### config.mk
export PLATFORM = sky130hd
export DESIGN_NAME = ppu_render_sequencer
export DESIGN_NICKNAME = d
export VERILOG_FILES = /design/src/rtl/ppu_render_sequencer.sv
export SDC_FILE = /design/constraint.sdc
export NUM_CORES = 1
export LEC_CHECK = 0
export CELL_PAD_IN_SITES_DETAIL_PLACEMENT = 1
export CELL_PAD_IN_SITES_GLOBAL_PLACEMENT = 1
export CORE_MARGIN = 2
export CORE_UTILIZATION = 35
export DETAILED_ROUTE_END_ITERATION = 10
export PLACE_DENSITY_LB_ADDON = 0.1
export REMOVE_ABC_BUFFERS = 1
export SETUP_SLACK_MARGIN = 0.2
export SLEW_MARGIN = 30
export SYNTH_ARGS = -nofsm -noshare
export SYNTH_HDL_FRONTEND = slang
export SYNTH_SLANG_ARGS = --single-unit
export TNS_END_PERCENT = 30
### constraint.sdc
create_clock -name I_clock -period 4.5 [get_ports I_clock]
set_input_delay 0.675 -clock I_clock [delete_from_list [all_inputs] [get_ports I_clock]]
set_output_delay 0.675 -clock I_clock [all_outputs]
set_load 0.01 [all_outputs]
### src/rtl/ppu_render_sequencer.sv
// Dot/scanline timing for the PPU video path: dot and line counters, per-dot strobe word,
// vblank flag, NMI request and odd-frame dot skip.
module ppu_render_sequencer #(
    parameter int DOTS_PER_LINE   = 341,
    parameter int LINES_PER_FRAME = 262,
    parameter int VISIBLE_LINES   = 240,
    parameter int VBLANK_LINE     = 241,
    parameter int PRERENDER_LINE  = 261
) (
    input  logic        I_clock,
    input  logic        I_reset,
    input  logic        I_clken,
    input  logic [7:0]  I_ppuctrl,
    input  logic [7:0]  I_ppumask,
    input  logic        I_status_rd,
    output logic [8:0]  O_dot,
    output logic [8:0]  O_line,
    output logic [15:0] O_control,
    output logic        O_vblank,
    output logic        O_nmi_n,
    output logic        O_frame_odd
);

    localparam logic [8:0] DOT_LAST  = 9'(DOTS_PER_LINE - 1);
    localparam logic [8:0] DOT_SKIP  = 9'(DOTS_PER_LINE - 2);
    localparam logic [8:0] LINE_LAST = 9'(LINES_PER_FRAME - 1);
    localparam logic [8:0] LINE_VIS  = 9'(VISIBLE_LINES);
    localparam logic [8:0] LINE_VBL  = 9'(VBLANK_LINE);
    localparam logic [8:0] LINE_PRE  = 9'(PRERENDER_LINE);

    logic [8:0]  dot_q, dot_d, line_q, line_d;
    logic        odd_q, odd_d, vblank_q, vblank_d, nmi_n_q, nmi_n_d;
    logic        rendering, vbl_set, vbl_clr;
    logic        f_line, vis_line, fetch;
    logic [2:0]  ph;
    logic [15:0] ctl_raw, ctl_mask;
    logic        unused_bits;

    assign unused_bits = ^{I_ppuctrl[6:0], I_ppumask[7:5], I_ppumask[2:0]};
    assign rendering   = I_ppumask[3] | I_ppumask[4];
    assign vbl_set     = I_clken && (line_q == LINE_VBL) && (dot_q == 9'd1);
    assign vbl_clr     = I_clken && (line_q == LINE_PRE) && (dot_q == 9'd1);

    always_comb begin
        dot_d  = dot_q;
        line_d = line_q;
        odd_d  = odd_q;
        if (I_clken) begin
            // Odd frames with rendering on drop the last dot of the pre-render line.
            if ((line_q == LINE_PRE) && (dot_q == DOT_SKIP) && odd_q && rendering) begin
                dot_d  = 9'd0;
                line_d = 9'd0;
                odd_d  = ~odd_q;
            end else if (dot_q == DOT_LAST) begin
                dot_d = 9'd0;
                if (line_q == LINE_LAST) begin
                    line_d = 9'd0;
                    odd_d  = ~odd_q;
                end else begin
                    line_d = line_q + 9'd1;
                end
            end else begin
                dot_d = dot_q + 9'd1;
            end
        end

        // A status read races the set and the clear; the read always wins.
        vblank_d = vblank_q;
        if (vbl_set && !I_status_rd) vblank_d = 1'b1;
        if (vbl_clr || I_status_rd)  vblank_d = 1'b0;

        nmi_n_d = ~(vblank_q & I_ppuctrl[7]);
    end

    always_ff @(posedge I_clock) begin
        if (I_reset) begin
            dot_q    <= 9'd0;
            line_q   <= 9'd0;
            odd_q    <= 1'b0;
            vblank_q <= 1'b0;
            nmi_n_q  <= 1'b1;
        end else begin
            dot_q    <= dot_d;
            line_q   <= line_d;
            odd_q    <= odd_d;
            vblank_q <= vblank_d;
            nmi_n_q  <= nmi_n_d;
        end
    end

    assign f_line   = (line_q < LINE_VIS) || (line_q == LINE_PRE);
    assign vis_line = line_q < LINE_VIS;
    assign ph       = dot_q[2:0] - 3'd1;
    assign fetch    = f_line && (((dot_q >= 9'd1) && (dot_q <= 9'd256)) ||
                                 ((dot_q >= 9'd321) && (dot_q <= 9'd336)));

    always_comb begin
        ctl_raw     = 16'h0000;
        ctl_raw[0]  = fetch && (ph == 3'd0);
        ctl_raw[1]  = fetch && (ph == 3'd2);
        ctl_raw[2]  = fetch && (ph == 3'd4);
        ctl_raw[3]  = fetch && (ph == 3'd6);
        ctl_raw[4]  = f_line && (((dot_q >= 9'd9) && (dot_q <= 9'd257) && (ph == 3'd0)) ||
                                 (dot_q == 9'd329) || (dot_q == 9'd337));
        ctl_raw[5]  = f_line && (((dot_q >= 9'd2) && (dot_q <= 9'd257)) ||
                                 ((dot_q >= 9'd322) && (dot_q <= 9'd337)));
        ctl_raw[6]  = fetch && (ph == 3'd7);
        ctl_raw[7]  = f_line && (dot_q == 9'd256);
        ctl_raw[8]  = f_line && (dot_q == 9'd257);
        ctl_raw[9]  = (line_q == LINE_PRE) && (dot_q >= 9'd280) && (dot_q <= 9'd304);
        ctl_raw[10] = vis_line && (dot_q >= 9'd1) && (dot_q <= 9'd256);
        ctl_raw[11] = vis_line && (dot_q >= 9'd65) && (dot_q <= 9'd256);
        ctl_raw[12] = f_line && (dot_q >= 9'd257) && (dot_q <= 9'd320);
        ctl_raw[13] = line_q == LINE_PRE;
        ctl_raw[14] = (dot_q == 9'd0) || (dot_q > 9'd256);
    end

    // Pixel, pre-render and hblank strobes stay live with rendering off.
    assign ctl_mask  = rendering ? 16'h7FFF : 16'h6400;
    assign O_control = (I_clken && !I_reset) ? (ctl_raw & ctl_mask) : 16'h0000;

    assign O_dot       = dot_q;
    assign O_line      = line_q;
    assign O_vblank    = vblank_q;
    assign O_nmi_n     = nmi_n_q;
    assign O_frame_odd = odd_q;

endmodule

# Word-level counts from Yosys, hierarchy flattened
# Cells that the tools add are included.
# word_totals
register_bits,21
latchBits,0
ram_bits,0
romBits,0
inputBits,20
output_inout_bits,37
word_cells,101
n_memories,0
# classes
add_sub_neg,3
n_mul,0
div_mod_pow,0
order_cmp,16
n_eq_ne,13
shift,0
muxes,10
bitwise_logic,5
n_reduce_logical,49
# ops
cell,count
"== test 9 bit, second input constant",7
"less-or-equal comparator 9 bit, second input constant",6
two-way mux 9 bit,5
"greater-or-equal comparator 9 bit, second input constant",4
logical AND 1 bit,33
"adder 9 x 1 -> 9 bit, second input constant",2
AND 15 bit,1
two-way mux 15 bit,1
two-way mux 13 bit,1
"== test 3 bit, second input constant",3
"== test 9 x 1 -> 1 bit, second input constant",1
"== test 9 x 8 -> 1 bit, second input constant",1
"greater-or-equal comparator 9 x 1 -> 1 bit, second input constant",1
"greater-or-equal comparator 9 x 2 -> 1 bit, second input constant",1
"greater-or-equal comparator 9 x 4 -> 1 bit, second input constant",1
"greater-or-equal comparator 9 x 7 -> 1 bit, second input constant",1
"greater-than comparator 9 bit, second input constant",1
zero test 9 bit,1
"less-than comparator 9 x 8 -> 1 bit, second input constant",1
logical OR 1 bit,7
nonzero test 2 bit,2
"== test 3 x 2 -> 1 bit, second input constant",1
zero test 3 bit,1
two-way mux 1 bit,3
other kinds (8),10

# Depth between registers and ports, before layout
# Gate-level depths: netlist of the first run.
# depth
word_depth,8
depth_mapped,8
ltp_nobuf,6

# Worst setup path before layout of the first run
# Ideal clock, no wire load.
# synth_path
kind,register to output
start,register dot_q[5] (netlist: O_dot[5])
end,output O_control[3]
t_arrival_ps,1973
t_required_ps,3825
slack_ps,1852
stages_incl_launch_ff,7
path_buffers,2
cell_sequence,dfxtp_1 -> buf_6 -> or4_4 -> buf_6 -> or4_4 -> a22oi_4 -> nor4b_1
# synth_between
elab_chain_len,7
elab_cells_between_ends,11
cone_classes,order compare: 4; mux: 1; bitwise: 1; reduce/logical: 5
# synth_lines
item,line,rtl
start: declaration,31,"logic [8:0] dot_q, dot_d, line_q, line_d;"
start signal: assignment,83,dot_q <= dot_d;
"greater-or-equal comparator 9 x 1 -> 1 bit, or another cell as far along",94,assign fetch = f_line && (((dot_q >= 9'd1) && (dot_q <= 9'd256)) ||
"logical AND 1 bit, on equally long branches","94, 95",
logical OR 1 bit (*),94,
logical AND 1 bit (*),94,
logical AND 1 bit (*),102,ctl_raw[3] = fetch && (ph == 3'd6);
AND 15 bit (*),120,assign O_control = (I_clken && !I_reset) ? (ctl_raw & ctl_mask) : 16'h0000;
two-way mux 15 bit (*),120,
end: declaration,18,"output logic [15:0] O_control,"
# Every way passes the cells marked *; elsewhere a longest branch is shown, timed or not.

# Worst setup path after layout of the first run
# layout_path
start,input I_clken
end,output O_control[2]
# layout_between
elab_chain_len,2
# layout_lines
item,line,rtl
start: declaration,12,"input logic I_clken,"
logical AND 1 bit,120,
two-way mux 15 bit,120,
# No other way between the ends.

==> results of run 1 <==
-- worst register-to-register path, cell delays in order, from the launching register on --
cell,delay [ns]
dfxtp_1,0.59
nand4bb_1,0.44
or3_1,0.72
or3b_2,0.55
a31oi_1,0.18
-- sequential cells by signal, indices dropped and copies added (netlist names) --
register / cells
O_dot: 9
O_line: 9
O_frame_odd: 1
O_nmi_n: 1
O_vblank: 1
-- final cells by class --
type | count | area share [%]
inverters | 8 | 1.44
clock buffers | 3 | 1.98
multi-input cells | 164 | 52.6
well taps | 52 | 3.12
flip-flops and latches | 21 | 20.1
clock inverters | 1 | 0.240
repair buffers | 43 | 20.5
-- logic make-up after synthesis --
kind of cell               after synthesis  synth area share, %
and+or+nand+nor                        100                 37.5
AOI/OAI and AO/OA                       49                 20.7
other                                    1                0.230
buffers and inverters                   24                 6.91
xor gates and xnor gates                 8                 4.30
DFF                                     21                 25.8
adders and majority gates                6                 4.60
-- cell usage in the layout (no fill, tap or decap), types with 7 or more instances in the layout --
master           instances
o211ai_1                 7
dfxtp_1                 21
nor3_1                   8
clkdlybuf4s50_1         42
nor2_1                  13
a21oi_1                 18
nand2_1                 17
inv_1                    8
nor4_1                   8
-- power groups by stage --
stage / logic (mW) / registers (mW) / clock network, mW
2_1_floorplan: 0.0382 / 0.198 / 0
3_3_place_gp: 0.0641 / 0.198 / 0
3_5_place_dp: 0.0664 / 0.198 / 0
4_1_cts: 0.0667 / 0.194 / 0.132
5_1_grt: 0.0727 / 0.195 / 0.141
6_report: 0.0665 / 0.194 / 0.129
-- stage by stage --
stage	instance area [sq um]	std cells	util (%)	setup slack [ns]
detailed placement	2040	288	46.2	0.618
global placement	2040	288	46.2	0.711
CTS	2090	292	47.3	0.615
global route	2090	292	47.3	0.442
finish	2090	292	47.3	0.620
floorplan	1550	193	-	1.87
-- layer usage --
metal	up-vias	share of wire (%)
li1	847	-
met1	869	48
met2	52	47
met3	2	4.3
met4	0	0.36
met5	-	0
-- worst paths after layout --
kind / end / start / cells past startpoint
setup / recovery: O_control[2] / I_clken / 6
hold / removal: O_nmi_n / O_vblank / 1
setup reg to reg: O_line[2] / O_dot[8] / 4
hold reg to reg: O_nmi_n / O_vblank / 1
==> flow_summary.ini, run 1 <==
[outcome]
status = finished, final reports clean

[critical_path]
crit_path_cell_trace = clkdlybuf4s50_1 > nand2b_1 > nor2_1 > nand2_1 > nor4b_1 > clkdlybuf4s50_1
crit_family = buffers and inverters
cp-end-kind = output pin
max_stage_delay_ns = 0.69
crit_type = input port to output pin
crit_path_frequent_cell = clkdlybuf4s50_1
crit_required_ns = 3.83
rrSetupSlack_ns = 1.96
crit_fanout = 11
cp.arrival_ns = 3.21
startpoint_type = input port
cp_num_buf_inv = 2
slowest_stage = clkdlybuf4s50_1

[power]
p_switching_mw = 0.108
power_density_nw_per_um2 = 187
combPwrFrac_pct = 17.1
intPower_mw = 0.282
p_total_mw = 0.389
p_leak_nw = 0.674
pwr-share-seq_pct = 49.9
swShare_pct = 27.7
power.share.clock_pct = 33.1
peakVddDrop_mv = 0.138

[synth]
ys_top_cells_by_area = dfxtp_1, a21oi_1, ha_1, nand2_1, o211ai_1
synthCells = 209
ys_seq_area_share_pct = 25.8
ys_seq_elements = 21
ys_warn_count = 0
synth_common_cells = dfxtp_1, a21oi_1, nand2_1, nor2_1, clkbuf_1
synth_ff_type = dfxtp_1
synthArstFlopShare_pct = 0
synth_most_common_cell = dfxtp_1
yosys.area.top_type = dfxtp_1
yosysTopAreaCellShare_pct = 25.8
postSynthAreaPerCell_sq_um = 7.80
ys_types = 52
syn_area_sq_um = 1630
synth_edf_count = 0

[clocking]
clock_latency_ns = 0.27
cts_tree = yes
cts_max_level = 1
cts_buffers = 3
hold_buffers = 0
clock_path_buffers = 2
cts_resized = 0
root_buffer = clkbuf_8
post-cts-setup-buffers = 0
clk_pin_slew_worst_paths_ns = 0.08
cts_sinks = 21

[sta]
worst_slew_pin_slew_ns = 0.715
finalSetupViolCount = 0
finalCriticalPeriod_ns = 3.88
hold_viol = 0
fmax_mhz = 258
skew_ns = 0.00754
setup_tns_ns = 0
slew_headroom_pct = 51.9
rsz0062_at_grt = no
finalHoldWorstSlack_ns = 0.422
slew_violations = 0
fin_crit_sh_pct = 86.2

[die]
die_y_microns = 72.3
die_area_sq_um = 5220
core_area_sq_um = 4410
chipWidth_microns = 72.3
start_util_pct = 36.9
ios = 57
placementRows = 24

[placed_design]
place_congestion = 0.866
dpl.hpwl_mm = 3.95
io_buffers = 42

[grt]
grtUsageMet2_pct = 34.0
grt_max_degree = 17
antenna_found_initial = 0
overflow = 0
grt_pass1_vias = 1772
grt_util_met3_pct = 3.19
grt_usage_pct = 21.1
globalRoute.busiestLayer = met2
use_met1_pct = 29.6
grt_pass1_wl_mm = 8.78

[route]
drc_errors = 0
drt-vias-per-instance = 6.06
wl_mm = 5.31
drtPass1Iterations = 4
dr_total_vias = 1770
drt_iter0_drc = 117
post_drt_wl_per_cell_microns = 18.2
ant_nets = 0

[cells_and_area]
regArea_sq_um = 420
drive_gt1_share_pct = 8.33
insertedDiodeCount = 0
multi_input_area_sq_um = 1100
syn_to_final_growth_pct = 28.0
fillers = 530
layout.nets = 267

[min_path]
hold_class = flip-flop to flip-flop

[run]
max_cap_violations = 0
Note: power is estimated with default switching activity, not from simulation.
==> run 2, diff against run 1 <==
Settings changed: CTS_BUF_LIST from default to sky130_fd_sc_hd__clkbuf_16.
==> run 2 against run 1 <==
Net effect:
- worst setup slack got worse by 0.0020 ns
- fmax barely moved
- non-clock buffer count unchanged
- die area did not move
- highest routed layer unchanged
==> flow_summary.ini, run 2 (synthesis gave the netlist of run 1 again) <==
[critical_path]
crit_fanout = 11
cp-end-kind = output pin
crit_required_ns = 3.83
startpoint_type = input port
cp.arrival_ns = 3.21
crit_type = input port to output pin

[placed_design]
place_congestion = 0.866
io_buffers = 42
dpl.hpwl_mm = 3.95
dp.cells = 288

[clocking]
clk_pin_slew_worst_paths_ns = 0.06
cts_tree = yes
cts_sinks = 21
post-cts-setup-buffers = 0
clock_path_buffers = 2
hold_buffers = 0
cts_resized = 0
cts_buffers = 3
cts_max_level = 1
clock_latency_ns = 0.26
root_buffer = clkbuf_16

[cells_and_area]
instances_no_fill = 292
fillers = 526
multi_input_area_sq_um = 1100
drive_gt1_share_pct = 8.33
regArea_sq_um = 420
layout.nets = 267
layout_commonest_cell = clkdlybuf4s50_1
final_cell_mix = clkdlybuf4s50_1, dfxtp_1, a21oi_1
syn_to_final_growth_pct = 30.1
insertedDiodeCount = 0

[grt]
overflow = 0
grt_max_degree = 17
antenna_found_initial = 0
grt_usage_pct = 21.5
grt_pass1_vias = 1776
grt_pass1_wl_mm = 8.89

[die]
die_area_sq_um = 5220
placementRows = 24
die_y_microns = 72.3
start_util_pct = 36.9
ios = 57
core_area_sq_um = 4410
chipWidth_microns = 72.3

[sta]
finalCriticalPeriod_ns = 3.88
slew_headroom_pct = 49.0
finalSetupViolCount = 0
fmax_mhz = 258
hold_viol = 0
worst_slew_pin_slew_ns = 0.758
skew_ns = 0.00645
setup_tns_ns = 0
rsz0062_at_grt = no
slew_violations = 0
fin_crit_sh_pct = 86.3

[route]
ant_nets = 0
wl_mm = 5.37
drt-vias-per-instance = 6.07
drc_errors = 0
post_drt_wl_per_cell_microns = 18.4
drtPass1Iterations = 4
drt_iter0_drc = 117
dr_total_vias = 1773

[power]
p_total_mw = 0.455
power_density_nw_per_um2 = 215
p_leak_nw = 0.690
peakVddDrop_mv = 0.142

[min_path]
hold_class = flip-flop to flip-flop

[outcome]
status = finished, final reports clean

[run]
max_cap_violations = 0
## run 2: cell type report
cell class	count	share of cell area, %
well taps	52	3.07
clock buffers	3	3.54
inverters	8	1.42
repair buffers	43	20.2
clock inverters	1	0.236
flip-flops and latches	21	19.8
multi-input cells	164	51.7
## run 2: through the flow
| stage | hold WS [ns] | utilization [%] | cell area (sq um) | worst slack [ns] |
|---|---|---|---|---|
| 2_1_floorplan | 0.423 | - | 1550 | 1.87 |
| 3_3_place_gp | 0.399 | 46.2 | 2040 | 0.711 |
| 3_5_place_dp | 0.404 | 46.2 | 2040 | 0.618 |
| 4_1_cts | 0.424 | 48.0 | 2120 | 0.615 |
| 5_1_grt | 0.447 | 48.0 | 2120 | 0.442 |
| 6_report | 0.417 | 48.0 | 2120 | 0.618 |
## run 2: where the power goes
part / total (mW) / internal [mW] / leakage (nW) / switching [mW]
clock network: 0.194 / 0.120 / 0.0409 / 0.0746
registers: 0.194 / 0.188 / 0.170 / 0.00614
logic: 0.0668 / 0.0319 / 0.479 / 0.0349
## run 2: per-layer routing
metal  vias up  global-route usage (%)  part of all wire [%]  routed length [microns]
met3         6                    3.19                   3.8                      204
met4         0                    5.45                   1.0                       54
li1        847                       -                     -                        -
met5         -                       0                     0                        0
met2        49                    35.0                    48                     2580
met1       871                    30.0                    47                     2540
## run 2: worst max-delay path, cell delays in order
cell and delay (ns):
clkdlybuf4s50_1 0.70, nand2b_1 0.22, nor2_1 0.31, nand2_1 0.30, nor4b_1 0.40, clkdlybuf4s50_1 0.60
## run 2: worst paths after layout
kind,start,endpoint,slack (ns),depth (start not counted)
hold / removal,O_vblank,O_nmi_n,0.42,1
setup reg to reg,O_dot[8],O_line[2],1.96,4
setup / recovery,I_clken,O_control[2],0.62,6
hold reg to reg,O_vblank,O_nmi_n,0.42,1
